===== config.mk =====
export PLATFORM = sky130hd
export DESIGN_NAME = can_bit_timing_flat
export DESIGN_NICKNAME = d
export VERILOG_FILES = /design/src/rtl/can_pkg.sv /design/src/rtl/can_bit_timing_if.sv /design/src/rtl/can_tq_prescaler.sv /design/src/rtl/can_bit_timing.sv /design/src/flat_wrapper.sv
export SDC_FILE = /design/constraint.sdc
export NUM_CORES = 1
export LEC_CHECK = 0
export CORE_ASPECT_RATIO = 1.25
export CORE_MARGIN = 2
export CORE_UTILIZATION = 47
export CTS_CLUSTER_SIZE = 30
export DETAILED_ROUTE_END_ITERATION = 8
export PLACE_DENSITY = 0.69
export SLEW_MARGIN = 20
export SYNTH_ARGS = -nofsm -noshare
export SYNTH_HDL_FRONTEND = slang
export SYNTH_SLANG_ARGS = --single-unit

===== constraint.sdc =====
create_clock -name clk -period 4.3 [get_ports clk]
set_input_delay 0.645 -clock clk [delete_from_list [all_inputs] [get_ports clk]]
set_output_delay 0.645 -clock clk [all_outputs]
set_load 0.01 [all_outputs]

===== src/rtl/can_pkg.sv =====
// CAN shared definitions: segment encoding
// and default bit-timing field widths.
package can_pkg;

  localparam logic [1:0] SEG_IDLE  = 2'd0;
  localparam logic [1:0] SEG_SYNC  = 2'd1;
  localparam logic [1:0] SEG_TSEG1 = 2'd2;
  localparam logic [1:0] SEG_TSEG2 = 2'd3;

  localparam int BRP_W_DEF   = 6;
  localparam int TSEG1_W_DEF = 4;
  localparam int TSEG2_W_DEF = 3;
  localparam int SJW_W_DEF   = 2;

  typedef enum logic [1:0] {
    S_IDLE  = SEG_IDLE,
    S_SYNC  = SEG_SYNC,
    S_TSEG1 = SEG_TSEG1,
    S_TSEG2 = SEG_TSEG2
  } seg_e;

endpackage


===== src/rtl/can_bit_timing_if.sv =====
// Bit-timing bundle: configuration and rx in,
// TQ / bit strobes and segment state out.
interface can_bit_timing_if
  import can_pkg::*;
#(
  parameter int BRP_W   = BRP_W_DEF,
  parameter int TSEG1_W = TSEG1_W_DEF,
  parameter int TSEG2_W = TSEG2_W_DEF,
  parameter int SJW_W   = SJW_W_DEF
);

  logic               enable;
  logic [BRP_W-1:0]   brp;
  logic [TSEG1_W-1:0] tseg1;
  logic [TSEG2_W-1:0] tseg2;
  logic [SJW_W-1:0]   sjw;
  logic               rx;
  logic               hard_sync_en;
  logic               tq_tick;
  logic               bit_start;
  logic               sample_pt;
  logic               rx_bit;
  logic [1:0]         seg;

  modport master (
    output enable, brp, tseg1, tseg2, sjw,
    output rx, hard_sync_en,
    input  tq_tick, bit_start, sample_pt,
    input  rx_bit, seg
  );

  modport slave (
    input  enable, brp, tseg1, tseg2, sjw,
    input  rx, hard_sync_en,
    output tq_tick, bit_start, sample_pt,
    output rx_bit, seg
  );

endinterface


===== src/rtl/can_tq_prescaler.sv =====
// Time-quantum prescaler: divides clk by
// brp+1 and flags the last clk of each TQ.
module can_tq_prescaler #(
  parameter int BRP_W = 6
) (
  input  logic             clk,
  input  logic             rst_n,
  input  logic             run,
  input  logic             clr,
  input  logic [BRP_W-1:0] brp,
  output logic             tick,
  output logic             tq_tick
);

  logic [BRP_W-1:0] cnt;

  assign tick = run && (cnt == brp);

  // count 0..brp while running, registered tq_tick
  always_ff @(posedge clk or negedge rst_n) begin
    if (!rst_n) begin
      cnt     <= '0;
      tq_tick <= 1'b0;
    end else begin
      tq_tick <= tick;
      if (clr || !run || tick)
        cnt <= '0;
      else
        cnt <= cnt + BRP_W'(1);
    end
  end

endmodule


===== src/rtl/can_bit_timing.sv =====
// CAN bit-timing controller: segment FSM,
// hard sync and SJW-limited resync.
module can_bit_timing
  import can_pkg::*;
#(
  parameter int BRP_W   = BRP_W_DEF,
  parameter int TSEG1_W = TSEG1_W_DEF,
  parameter int TSEG2_W = TSEG2_W_DEF,
  parameter int SJW_W   = SJW_W_DEF
) (
  input logic        clk,
  input logic        rst_n,
  can_bit_timing_if.slave bus
);

  localparam int W = TSEG1_W + 1;

  seg_e state, nxt;

  logic [BRP_W-1:0]   brp_l;
  logic [TSEG1_W-1:0] tseg1_l;
  logic [TSEG2_W-1:0] tseg2_l;
  logic [SJW_W-1:0]   sjw_l;

  logic [W-1:0] scnt, scnt_n;
  logic [W-1:0] ext, ext_n;
  logic [W-1:0] shr, shr_n;
  logic         done, done_n;
  logic         rx_q;

  logic tick, run, clr;
  logic enter_sync, smp;
  logic fall, hard, rs;

  logic [W-1:0] sjw1, k1, rem;
  logic [W-1:0] ext_new, shr_new;
  logic [W-1:0] ext_eff, shr_eff;

  assign run  = bus.enable && (state != S_IDLE);
  assign fall = tick && rx_q && !bus.rx;
  assign hard = fall && bus.hard_sync_en;
  assign rs   = fall && !bus.hard_sync_en
             && !done
             && (state == S_TSEG1 ||
                 state == S_TSEG2);

  assign sjw1 = W'(sjw_l) + W'(1);
  assign k1   = scnt + W'(1);
  assign rem  = W'(tseg2_l) - scnt;

  assign ext_new = (k1 < sjw1) ? k1 : sjw1;
  assign shr_new = (rem < sjw1) ? rem : sjw1;
  assign ext_eff = rs ? ext_new : ext;
  assign shr_eff = rs ? shr_new : shr;

  assign bus.seg = state;

  can_tq_prescaler #(
    .BRP_W (BRP_W)
  ) u_pre (
    .clk     (clk),
    .rst_n   (rst_n),
    .run     (run),
    .clr     (clr),
    .brp     (brp_l),
    .tick    (tick),
    .tq_tick (bus.tq_tick)
  );

  // next segment, counters and phase corrections
  always_comb begin
    nxt        = state;
    scnt_n     = scnt;
    ext_n      = ext;
    shr_n      = shr;
    done_n     = done;
    clr        = 1'b0;
    enter_sync = 1'b0;
    smp        = 1'b0;
    if (!bus.enable) begin
      nxt    = S_IDLE;
      scnt_n = '0;
      ext_n  = '0;
      shr_n  = '0;
      done_n = 1'b0;
    end else if (state == S_IDLE) begin
      nxt        = S_SYNC;
      scnt_n     = '0;
      clr        = 1'b1;
      enter_sync = 1'b1;
    end else if (hard) begin
      nxt        = S_SYNC;
      scnt_n     = '0;
      ext_n      = '0;
      shr_n      = '0;
      clr        = 1'b1;
      enter_sync = 1'b1;
    end else if (tick) begin
      if (rs)
        done_n = 1'b1;
      unique case (1'b1)
        state == S_SYNC: begin
          nxt    = S_TSEG1;
          scnt_n = '0;
        end
        state == S_TSEG1: begin
          if (scnt >= W'(tseg1_l) + ext_eff) begin
            nxt    = S_TSEG2;
            scnt_n = '0;
            ext_n  = '0;
            smp    = 1'b1;
            done_n = 1'b0;
          end else begin
            scnt_n = k1;
            ext_n  = ext_eff;
          end
        end
        state == S_TSEG2: begin
          if (scnt + shr_eff >= W'(tseg2_l)) begin
            nxt        = S_SYNC;
            scnt_n     = '0;
            shr_n      = '0;
            enter_sync = 1'b1;
          end else begin
            scnt_n = k1;
            shr_n  = shr_eff;
          end
        end
        default: ;
      endcase
    end
  end

  // FSM state, counters, rx history, config
  always_ff @(posedge clk or negedge rst_n) begin
    if (!rst_n) begin
      state   <= S_IDLE;
      scnt    <= '0;
      ext     <= '0;
      shr     <= '0;
      done    <= 1'b0;
      rx_q    <= 1'b1;
      brp_l   <= '0;
      tseg1_l <= '0;
      tseg2_l <= '0;
      sjw_l   <= '0;
    end else begin
      state <= nxt;
      scnt  <= scnt_n;
      ext   <= ext_n;
      shr   <= shr_n;
      done  <= done_n;
      if (tick)
        rx_q <= bus.rx;
      if (state == S_IDLE) begin
        brp_l   <= bus.brp;
        tseg1_l <= bus.tseg1;
        tseg2_l <= bus.tseg2;
        sjw_l   <= bus.sjw;
      end
    end
  end

  // registered bit and sample strobes
  always_ff @(posedge clk or negedge rst_n) begin
    if (!rst_n) begin
      bus.bit_start <= 1'b0;
      bus.sample_pt <= 1'b0;
      bus.rx_bit    <= 1'b1;
    end else begin
      bus.bit_start <= enter_sync;
      bus.sample_pt <= smp;
      if (smp)
        bus.rx_bit <= bus.rx;
    end
  end

endmodule

===== src/flat_wrapper.sv =====
// flat-port wrapper written by rule: the top's interface ports become plain ports
module can_bit_timing_flat import can_pkg::*;
#(
  parameter int BRP_W   = BRP_W_DEF,
  parameter int TSEG1_W = TSEG1_W_DEF,
  parameter int TSEG2_W = TSEG2_W_DEF,
  parameter int SJW_W   = SJW_W_DEF
)
  (clk, rst_n, bus_enable, bus_brp, bus_tseg1, bus_tseg2, bus_sjw, bus_rx, bus_hard_sync_en, bus_tq_tick, bus_bit_start, bus_sample_pt, bus_rx_bit, bus_seg);
  can_bit_timing_if #(.BRP_W(BRP_W), .TSEG1_W(TSEG1_W), .TSEG2_W(TSEG2_W), .SJW_W(SJW_W)) bus_i ();
  input logic clk;
  input logic rst_n;
  input wire logic [$bits(bus_i.enable)-1:0] bus_enable;
  input wire logic [$bits(bus_i.brp)-1:0] bus_brp;
  input wire logic [$bits(bus_i.tseg1)-1:0] bus_tseg1;
  input wire logic [$bits(bus_i.tseg2)-1:0] bus_tseg2;
  input wire logic [$bits(bus_i.sjw)-1:0] bus_sjw;
  input wire logic [$bits(bus_i.rx)-1:0] bus_rx;
  input wire logic [$bits(bus_i.hard_sync_en)-1:0] bus_hard_sync_en;
  output wire logic [$bits(bus_i.tq_tick)-1:0] bus_tq_tick;
  output wire logic [$bits(bus_i.bit_start)-1:0] bus_bit_start;
  output wire logic [$bits(bus_i.sample_pt)-1:0] bus_sample_pt;
  output wire logic [$bits(bus_i.rx_bit)-1:0] bus_rx_bit;
  output wire logic [$bits(bus_i.seg)-1:0] bus_seg;
  assign bus_i.enable = bus_enable;
  assign bus_i.brp = bus_brp;
  assign bus_i.tseg1 = bus_tseg1;
  assign bus_i.tseg2 = bus_tseg2;
  assign bus_i.sjw = bus_sjw;
  assign bus_i.rx = bus_rx;
  assign bus_i.hard_sync_en = bus_hard_sync_en;
  assign bus_tq_tick = bus_i.tq_tick;
  assign bus_bit_start = bus_i.bit_start;
  assign bus_sample_pt = bus_i.sample_pt;
  assign bus_rx_bit = bus_i.rx_bit;
  assign bus_seg = bus_i.seg;
  can_bit_timing #(.BRP_W(BRP_W), .TSEG1_W(TSEG1_W), .TSEG2_W(TSEG2_W), .SJW_W(SJW_W)) u_core (.clk(clk), .rst_n(rst_n), .bus(bus_i));
endmodule

## After elaboration in Yosys (flattened, before gate mapping)

Cells that the tools add are included.
Widths: inputs -> output; s select.

| word-level totals | value |
|---|---|
| bits of input ports | 20 |
| flip-flop bits (word level) | 44 |

| operators by class | value |
|---|---|
| reduce and logical (&&, ||, !) cells | 22 |
| $lt $le $gt $ge | 4 |
| muxes and demuxes | 53 |
| equal/unequal tests | 14 |
| $add $sub $neg | 6 |

Operators by type and width:

| kind | count |
|---|---|
| $mux 5 | 22 |
| $mux 1 | 22 |
| $pmux 5 s3 | 1 |
| $mux 2 | 6 |
| $lt 5x5->1 | 2 |
| $ne 5x4->1 const B | 2 |
| $ne 3x1->1 const B | 3 |
| $reduce_and 3->1 | 3 |
| $logic_and 1x1->1 | 8 |
| $add 6x1->6 const B | 1 |
| $eq 6x6->1 | 1 |
| $mux 6 | 1 |
| $ne 6x1->1 const B | 1 |
| $pmux 2 s3 | 1 |
| $add 4x5->5 | 1 |
| $add 5x1->5 const B | 1 |
| $add 5x5->5 | 1 |
| $ge 5x3->1 | 1 |
| $ge 5x5->1 | 1 |
| $sub 3x5->5 | 1 |
| $eq 2x2->1 const B | 2 |
| $logic_not 1->1 | 4 |
| $ne 2x2->1 const B | 2 |
| $ne 4x1->1 const B | 1 |
| other kinds (8) | 10 |

## Longest topological paths before layout

Gate-level depths: netlist of run 1.

| depth | value |
|---|---|
| depth after elaboration | 17 |
| mapped depth | 21 |
| mapped depth without buffers | 20 |

## Cells and area by module

Synthesis of run 1 repeated with hierarchy kept, for this count alone.

| second synthesis, totals | value |
|---|---|
| cells, all modules | 296 |
| area, all modules | 2974.1 um2 |

Modules (own cells, without submodules):

| module | seq. area each (um2) | cells each | area an instance (um2) | instances |
|---|---|---|---|---|
| can_bit_timing | 928.4 | 260 | 2572.5 | 1 |
| can_tq_prescaler | 175.2 | 36 | 401.6 | 1 |

## Worst setup path after synthesis of run 1

No wires, ideal clock.

| timing path | value |
|---|---|
| path type | register to register |
| start | register u_core.scnt[0] |
| end | register u_core.shr[0] |
| arrival | 4.348 ns |
| setup time | 0.064 ns |
| stages on the path, launching flop included | 20 |
| slack | -0.113 ns |
| required time | 4.236 ns |
| cells stage by stage | dfrtp_1 ha_1 inv_1 fa_1 ha_1 a21o_1 a21o_1 nor2_1 mux2i_1 mux2_2 ha_1 inv_1 fa_1 inv_1 ha_1 a21o_2 a211o_1 o41a_1 nor2b_1 a31o_2 |

| on the way | value |
|---|---|
| word-level cells in the longest chain between the ends | 12 |

RTL lines:

| what | RTL line | text |
|---|---|---|
| start, declared | can_bit_timing.sv:25 | `logic [W-1:0] scnt, scnt_n;` |
| start signal, assigned | can_bit_timing.sv:149 | `scnt <= scnt_n;` |
| $sub 3x5->5 | can_bit_timing.sv:49 | `assign rem = W'(tseg2_l) - scnt;` |
| $lt 5x5->1 | can_bit_timing.sv:52 | `assign shr_new = (rem < sjw1) ? rem : sjw1;` |
| $mux 5 | can_bit_timing.sv:52 |  |
| $mux 5 | can_bit_timing.sv:54 | `assign shr_eff = rs ? shr_new : shr;` |
| $add 5x5->5 | can_bit_timing.sv:119 | `if (scnt + shr_eff >= W'(tseg2_l)) begin` |
| $ge 5x3->1 | can_bit_timing.sv:119 |  |
| $mux 5 * | can_bit_timing.sv:119 |  |
| $mux 5 * | can_bit_timing.sv:101 | `unique case (1'b1)` |
| $mux 5 * | can_bit_timing.sv:98 | `end else if (tick) begin` |
| $mux 5 * | can_bit_timing.sv:91 | `end else if (hard) begin` |
| $mux 5 * | can_bit_timing.sv:86 | `end else if (state == S_IDLE) begin` |
| $mux 5 * | can_bit_timing.sv:80 | `if (!bus.enable) begin` |
| end signal, assigned | can_bit_timing.sv:151 | `shr <= shr_n;` |
| end, declared | can_bit_timing.sv:27 | `logic [W-1:0] shr, shr_n;` |

Mark *: on every way between the ends. The rest lies on a longest branch, timed or not. The select of a mux whose other input is x is not followed.
A chain may end at the register's enable or synchronous reset.

## Final worst setup path of run 1

| timing path | value |
|---|---|
| start | register u_core.tseg2_l[0] |
| end | register u_core.shr[0] |

| on the way | value |
|---|---|
| word-level cells in the longest chain between the ends | 12 |

RTL lines:

| what | RTL line | text |
|---|---|---|
| start, declared | can_bit_timing.sv:22 | `logic [TSEG2_W-1:0] tseg2_l;` |
| start signal, assigned | can_bit_timing.sv:158 | `tseg2_l <= bus.tseg2;` |
| $sub 3x5->5 | can_bit_timing.sv:49 |  |
| $lt 5x5->1 | can_bit_timing.sv:52 |  |
| $mux 5 | can_bit_timing.sv:52 |  |
| $mux 5 | can_bit_timing.sv:54 |  |
| $add 5x5->5 | can_bit_timing.sv:119 |  |
| $ge 5x3->1 | can_bit_timing.sv:119 |  |
| $mux 5 * | can_bit_timing.sv:119 |  |
| $mux 5 * | can_bit_timing.sv:101 |  |
| $mux 5 * | can_bit_timing.sv:98 |  |
| $mux 5 * | can_bit_timing.sv:91 |  |
| $mux 5 * | can_bit_timing.sv:86 |  |
| $mux 5 * | can_bit_timing.sv:80 |  |

Marked as above.

==> results.toml, run 1 <==
[synthesis]
synth-main-ff-cell = "dfrtp_1"
synth_simple_gate_area_frac = 0.1448
ys_types = 60
syn_nets = 361
ys_top_cells_by_count = "dfrtp_1 (42), ha_1 (32), inv_1 (24)"
synth.cell_area_sq_um = 3085
synthAdderAreaFrac = 0.1492
synth_top_area_share = 0.3406
synth_seq_area_share = 0.3577
synth_mux_area_frac = 0.07461
yosys.area.top_type = "dfrtp_1"
synth_edf_count = 0
synthArstFlopShare = 1.000
yosysWarnings = 0
avgSynthCellArea_sq_um = 10.08
yosys_register_bits = 44
synthXorXnorAreaFrac = 0.06610
syn_inst = 306
synth-compound-area-share = 0.1569
synth.area.top_cells = "dfrtp_1 (34%), ha_1 (13%), mux2_2 (5.8%)"
yosysMostFrequentCell = "dfrtp_1"
synth_top_family_by_area = "compound AO/OA/AOI/OAI gates"

[clocking]
postCtsHoldBufs = 0
h-tree-depth = 2
insertion_delay_ns = 0.30
cts_tree = "built"
cts_made_buffers = 5
cts_root_buf = "clkbuf_8"
cts.sinks = 44
cts_buffer_depth = 2
clk_pin_slew_ns = 0.09

[sta]
fin_crit_sh = 1.044
min_period_ns = 4.489
hold_slack_ns = 0.3279
slew_headroom = 0.5487
tightest_slew_ns = 0.6708
fin_setup_tns_ns = -1.138
clock.fmax_mhz = 222.8
report.final.slew_viol_count = 0
finalSetupViolCount = 15
rsz0062_at_grt = "yes"
hold_viol = 0
fin_worst_skew_ns = 0.008253
fin_ws_ns = -0.1888

[global_routing]
grt_antenna_before_repair = 0
grt_pass1_wl_um = 12120
grt_overflow = 0
grt_start_max_net_pins = 45
first_global_vias = 2607
track_usage = 0.2098

[die]
io_pins = 26
die_h_um = 94.59
design.die.area_sq_um = 7233
core_sq_um = 6441
fp.dieW_um = 76.47
start_util = 0.4790
rows = 33

[layout]
regArea_sq_um = 1106
final_core_util = 0.6608
drive_gt1_frac = 0.3856
area_growth_pct = 37.96
nFillCells = 512
stdcell_area_sq_um = 4257
insertedDiodeCount = 0
multi_input_area_sq_um = 2123
nets = 443
final_cell_count_no_fill = 476

[critical_path]
required_ns = 4.55
reg2regPathDepth = 20
critical_path_class = "flip-flop to flip-flop"
endpoint_kind = "flip-flop"
r2r-end = "u_core.shr[0]"
cp-start-kind = "flip-flop"
reg2reg_slack_ns = -0.19
crit_fanout = 4
rr_startpoint = "u_core.tseg2_l[0]"
cp.arrival_ns = 4.74

[power_and_ir_drop]
total_power_mw = 2.356
peakVddDrop_uv = 389.6
power_leakage_nw = 1.926
p_per_area_nw_per_um2 = 553.5

[placed_design]
place.gp.congestion = 0.8662
dpl.hpwl_um = 5131
postPlaceCellArea_sq_um = 3641
portBuffers = 25
dp_cells = 443
post-place-ws_ns = -0.3617

[route]
finalWirelength_um = 7486
wire_per_inst_um = 15.73
drt_iter0_markers = 137
ant_nets = 0
vias = 2560
drc = 0
via_per_inst = 5.378
first_pass_iters = 4

[min_path]
hold_class = "primary input to async pin"

[outcome]
violations = "negative setup slack"
status = "finished with violations"

[flow_run]
max-cap-violations = 0
-- flip-flops by register name, indices dropped and copies added, names as in the netlist, 2 cells and up --
| register | flops |
|---|---|
| u_core.tseg2_l | 3 |
| u_core.tseg1_l | 4 |
| u_core.scnt | 5 |
| u_core.brp_l | 6 |
| u_core.sjw_l | 2 |
| u_core.shr | 5 |
| u_core.ext | 5 |
| u_core.u_pre.cnt | 6 |
| u_core.bus.seg | 2 |
-- area by class of cell --
class / instances / area share
clock inverters: 1 / 0.007055
inverters: 24 / 0.02116
well taps: 87 / 0.02557
clock buffers: 7 / 0.02263
multi-input cells: 228 / 0.4988
repair buffers: 85 / 0.1649
flip-flops and latches: 44 / 0.2598
-- per-layer routing --
metal  GRT usage  part of all wire  vias to the layer above
met5           0                 0                        -
met4     0.07273             0.017                        0
met3     0.03537             0.026                       14
met2      0.3857              0.53                       49
met1      0.2489              0.42                     1244
li1            -                 -                     1253
-- cells in the final DEF (no fill, tap or decap), types with 9 or more instances in the layout --
master           count
o21ai_0              9
dfrtp_1             40
xnor2_1             10
nand2_1             15
nor2_1              18
mux2_2              14
ha_1                24
inv_1               20
buf_4               60
clkdlybuf4s50_1     24
-- worst max-delay path, cell delays in order, from the launching register on --
cell	delay, ns
dfrtp_1	0.40
inv_2	0.08
ha_4	0.13
inv_2	0.04
fa_2	0.60
ha_4	0.20
a21o_1	0.14
a21o_1	0.19
nor2_4	0.11
mux2i_2	0.25
mux2_4	0.19
ha_4	0.13
inv_2	0.03
fa_1	0.48
inv_1	0.04
ha_1	0.26
a21o_2	0.21
a211o_1	0.34
o41a_1	0.38
nor2b_1	0.14
a31o_2	0.11
-- kinds of logic after synthesis --
logic type	Yosys count
XOR/XNOR	20
AND/OR/NAND/NOR	81
flip-flops	44
adder cells (fa/ha/maj)	35
AO/OA/AOI/OAI	71
buffers and inverters	34
multiplexers	21
-- report_power, final --
part | switching, mW | internal (mW)
logic | 0.658 | 0.747
registers | 0.0825 | 0.515
clock network | 0.148 | 0.205
-- how the worst max path moves through the flow --
| stage | to | start | cells past startpoint |
|---|---|---|---|
| floorplan | u_core.shr[1] | u_core.scnt[0] | 18 |
| CTS | u_core.shr[0] | u_core.tseg2_l[0] | 20 |
| global placement | u_core.bus.seg[1] | bus_rx | 16 |
| detailed placement | u_core.bus.seg[1] | bus_rx | 16 |
| global route | u_core.bus.bit_start | u_core.tseg2_l[0] | 21 |
| finish | u_core.shr[0] | u_core.tseg2_l[0] | 20 |
-- timing repair --
action	in CTS	in global routing
endpoints found under the setup margin	15	21
setup buffers	11	14
cloned	0	0
pin swaps	16	31
gates resized for setup	27	46
No activity file was read; power rests on OpenSTA's default activity.
==> run 2: changes to the inputs <==
MAX_ROUTING_LAYER = met4   (was not set)
==> run 2 against run 1 <==
Effect of this change: the flow still finishes with violations (negative setup slack); clock power barely moved; highest routed layer unchanged; combinational power barely moved; sequential share of layout area did not move; cell count did not move; register-to-register slack barely moved.
==> results.toml, run 2 (synthesis gave the netlist of run 1 again) <==
[outcome]
status = "finished with violations"
violations = "negative setup slack"

[critical_path]
cp.arrival_ns = 4.74
cp-start-kind = "flip-flop"
worstPathCellList = "inv_2 -> ha_4 -> inv_2 -> fa_2 -> ha_4 -> a21o_1 -> a21o_1 -> nor2_4 -> mux2i_2 -> mux2_4 -> ha_4 -> inv_2 -> fa_1 -> inv_1 -> ha_1 -> a21o_2 -> a211o_1 -> o41a_1 -> nor2b_1 -> a31o_2"
endpoint_kind = "flip-flop"
required_ns = 4.55
crit_fanout = 4
worst_path_max_delay_cell = "fa_2"
crit_path_max_incr_delay_ns = 0.60
critical_path_class = "flip-flop to flip-flop"

[clocking]
cts_buffer_depth = 2
h-tree-depth = 2
cts.sinks = 44
cts_made_buffers = 5
cts_tree = "built"
cts_root_buf = "clkbuf_8"
insertion_delay_ns = 0.30
clk_pin_slew_ns = 0.09

[route]
ant_nets = 0
drt_iter0_markers = 121
vias = 2569
drc = 0
first_pass_iters = 4
finalWirelength_um = 7487
via_per_inst = 5.397
wire_per_inst_um = 15.73

[sta]
fin_crit_sh = 1.044
fin_ws_ns = -0.1896
finalSetupViolCount = 15
hold_viol = 0
clock.fmax_mhz = 222.7
report.final.slew_viol_count = 0
tightest_slew_ns = 0.6735
min_period_ns = 4.490
fin_worst_skew_ns = 0.008250
slew_headroom = 0.5468
rsz0062_at_grt = "yes"

[placed_design]
portBuffers = 25
dp_cells = 443
place.gp.congestion = 0.8803
dpl.hpwl_um = 5131

[min_path]
hold_class = "primary input to async pin"

[die]
design.die.area_sq_um = 7233
core_sq_um = 6441
rows = 33
start_util = 0.4790
io_pins = 26
die_h_um = 94.59
fp.dieW_um = 76.47

[power_and_ir_drop]
total_power_mw = 2.357
power_leakage_nw = 1.926
p_per_area_nw_per_um2 = 553.7
peakVddDrop_uv = 389.7

[layout]
final_core_util = 0.6608
nets = 443
insertedDiodeCount = 0
reg_top3 = "u_core.brp_l: 6 flops, u_core.u_pre.cnt: 6 flops"
nFillCells = 512
drive_gt1_frac = 0.3856
final_cell_mix = "buf_4 (60), dfrtp_1 (40), ha_1 (24), clkdlybuf4s50_1 (24), inv_1 (20)"
area_growth_pct = 37.96
final_common_cell = "buf_4"
final_cell_count_no_fill = 476

[global_routing]
grt_antenna_before_repair = 0
grt_overflow = 0
grt_pass1_wl_um = 12140
grt_start_max_net_pins = 45
track_usage = 0.2157
first_global_vias = 2602

[flow_run]
max-cap-violations = 0
## run 2: cell counts in the layout (fill, tap and decap cells not counted)
No cell type changed its count.
## run 2: path summary, 6_finish.rpt
kind	start	endpoint	slack (ns)	depth (start not counted)
setup reg to reg	u_core.tseg2_l[0]	u_core.shr[0]	-0.19	20
max in group asynchronous	rst_n	u_core.scnt[1]	3.56	1
setup / recovery	u_core.tseg2_l[0]	u_core.shr[0]	-0.19	20
hold reg to reg	u_core.shr[3]	u_core.shr[3]	0.52	1
hold / removal	rst_n	u_core.sjw_l[0]	0.32	1
min in group clk	u_core.shr[3]	u_core.shr[3]	0.52	1
## run 2: what timing repair did
action                                  CTS  global route
buffers inserted                         11            14
gates resized for setup                  27            46
endpoints found under the setup margin   15            21
pin swaps                                16            31
hold buffers                              0             0
## run 2: cell type report
cell class	count	area (sq um)	share of cell area
Timing Repair Buffer	85	701.9	0.1649
Tap cell	87	108.9	0.02557
Multi-Input combinational cell	228	2123	0.4988
Sequential cell	44	1106	0.2598
Clock inverter	1	30.03	0.007055
Inverter	24	90.09	0.02116
Clock buffer	7	96.34	0.02263
## run 2: per-layer routing
| layer | track usage | share of wire | routed length (um) |
|---|---|---|---|
| met1 | 0.2502 | 0.43 | 3207 |
| met2 | 0.3857 | 0.53 | 3978 |
| met3 | 0.03155 | 0.023 | 170 |
| met4 | 0.07273 | 0.017 | 130 |
| met5 | - | 0 | 0 |
## run 2: power breakdown
| part | switching [mW] | total [mW] | leakage, nW | internal, mW |
|---|---|---|---|---|
| combinational | 0.659 | 1.41 | 1.30 | 0.747 |
| sequential | 0.0820 | 0.597 | 0.567 | 0.515 |
| clock | 0.149 | 0.355 | 0.0645 | 0.205 |
## run 2: per-stage QoR
step	worst slack (ns)	hold WS, ns	area, sq um	TNS (ns)
floorplan	0.01169	0.3494	3090	0
global placement	-0.3641	0.4894	3641	-3.187
detailed placement	-0.3617	0.4954	3641	-3.977
CTS	-0.2061	0.5209	3926	-1.405
global route	-0.3747	0.3764	4257	-5.098
finish	-0.1896	0.3247	4257	-1.137
## run 2: worst max-delay path: cells and delay by family (launching register included)
family          cells  cell delay (ns)
buf+inv             4             0.19
compound gates      6             1.37
fa+ha+maj           6             1.80
simple gates        2             0.25
flops               1             0.40
mux                 2             0.44
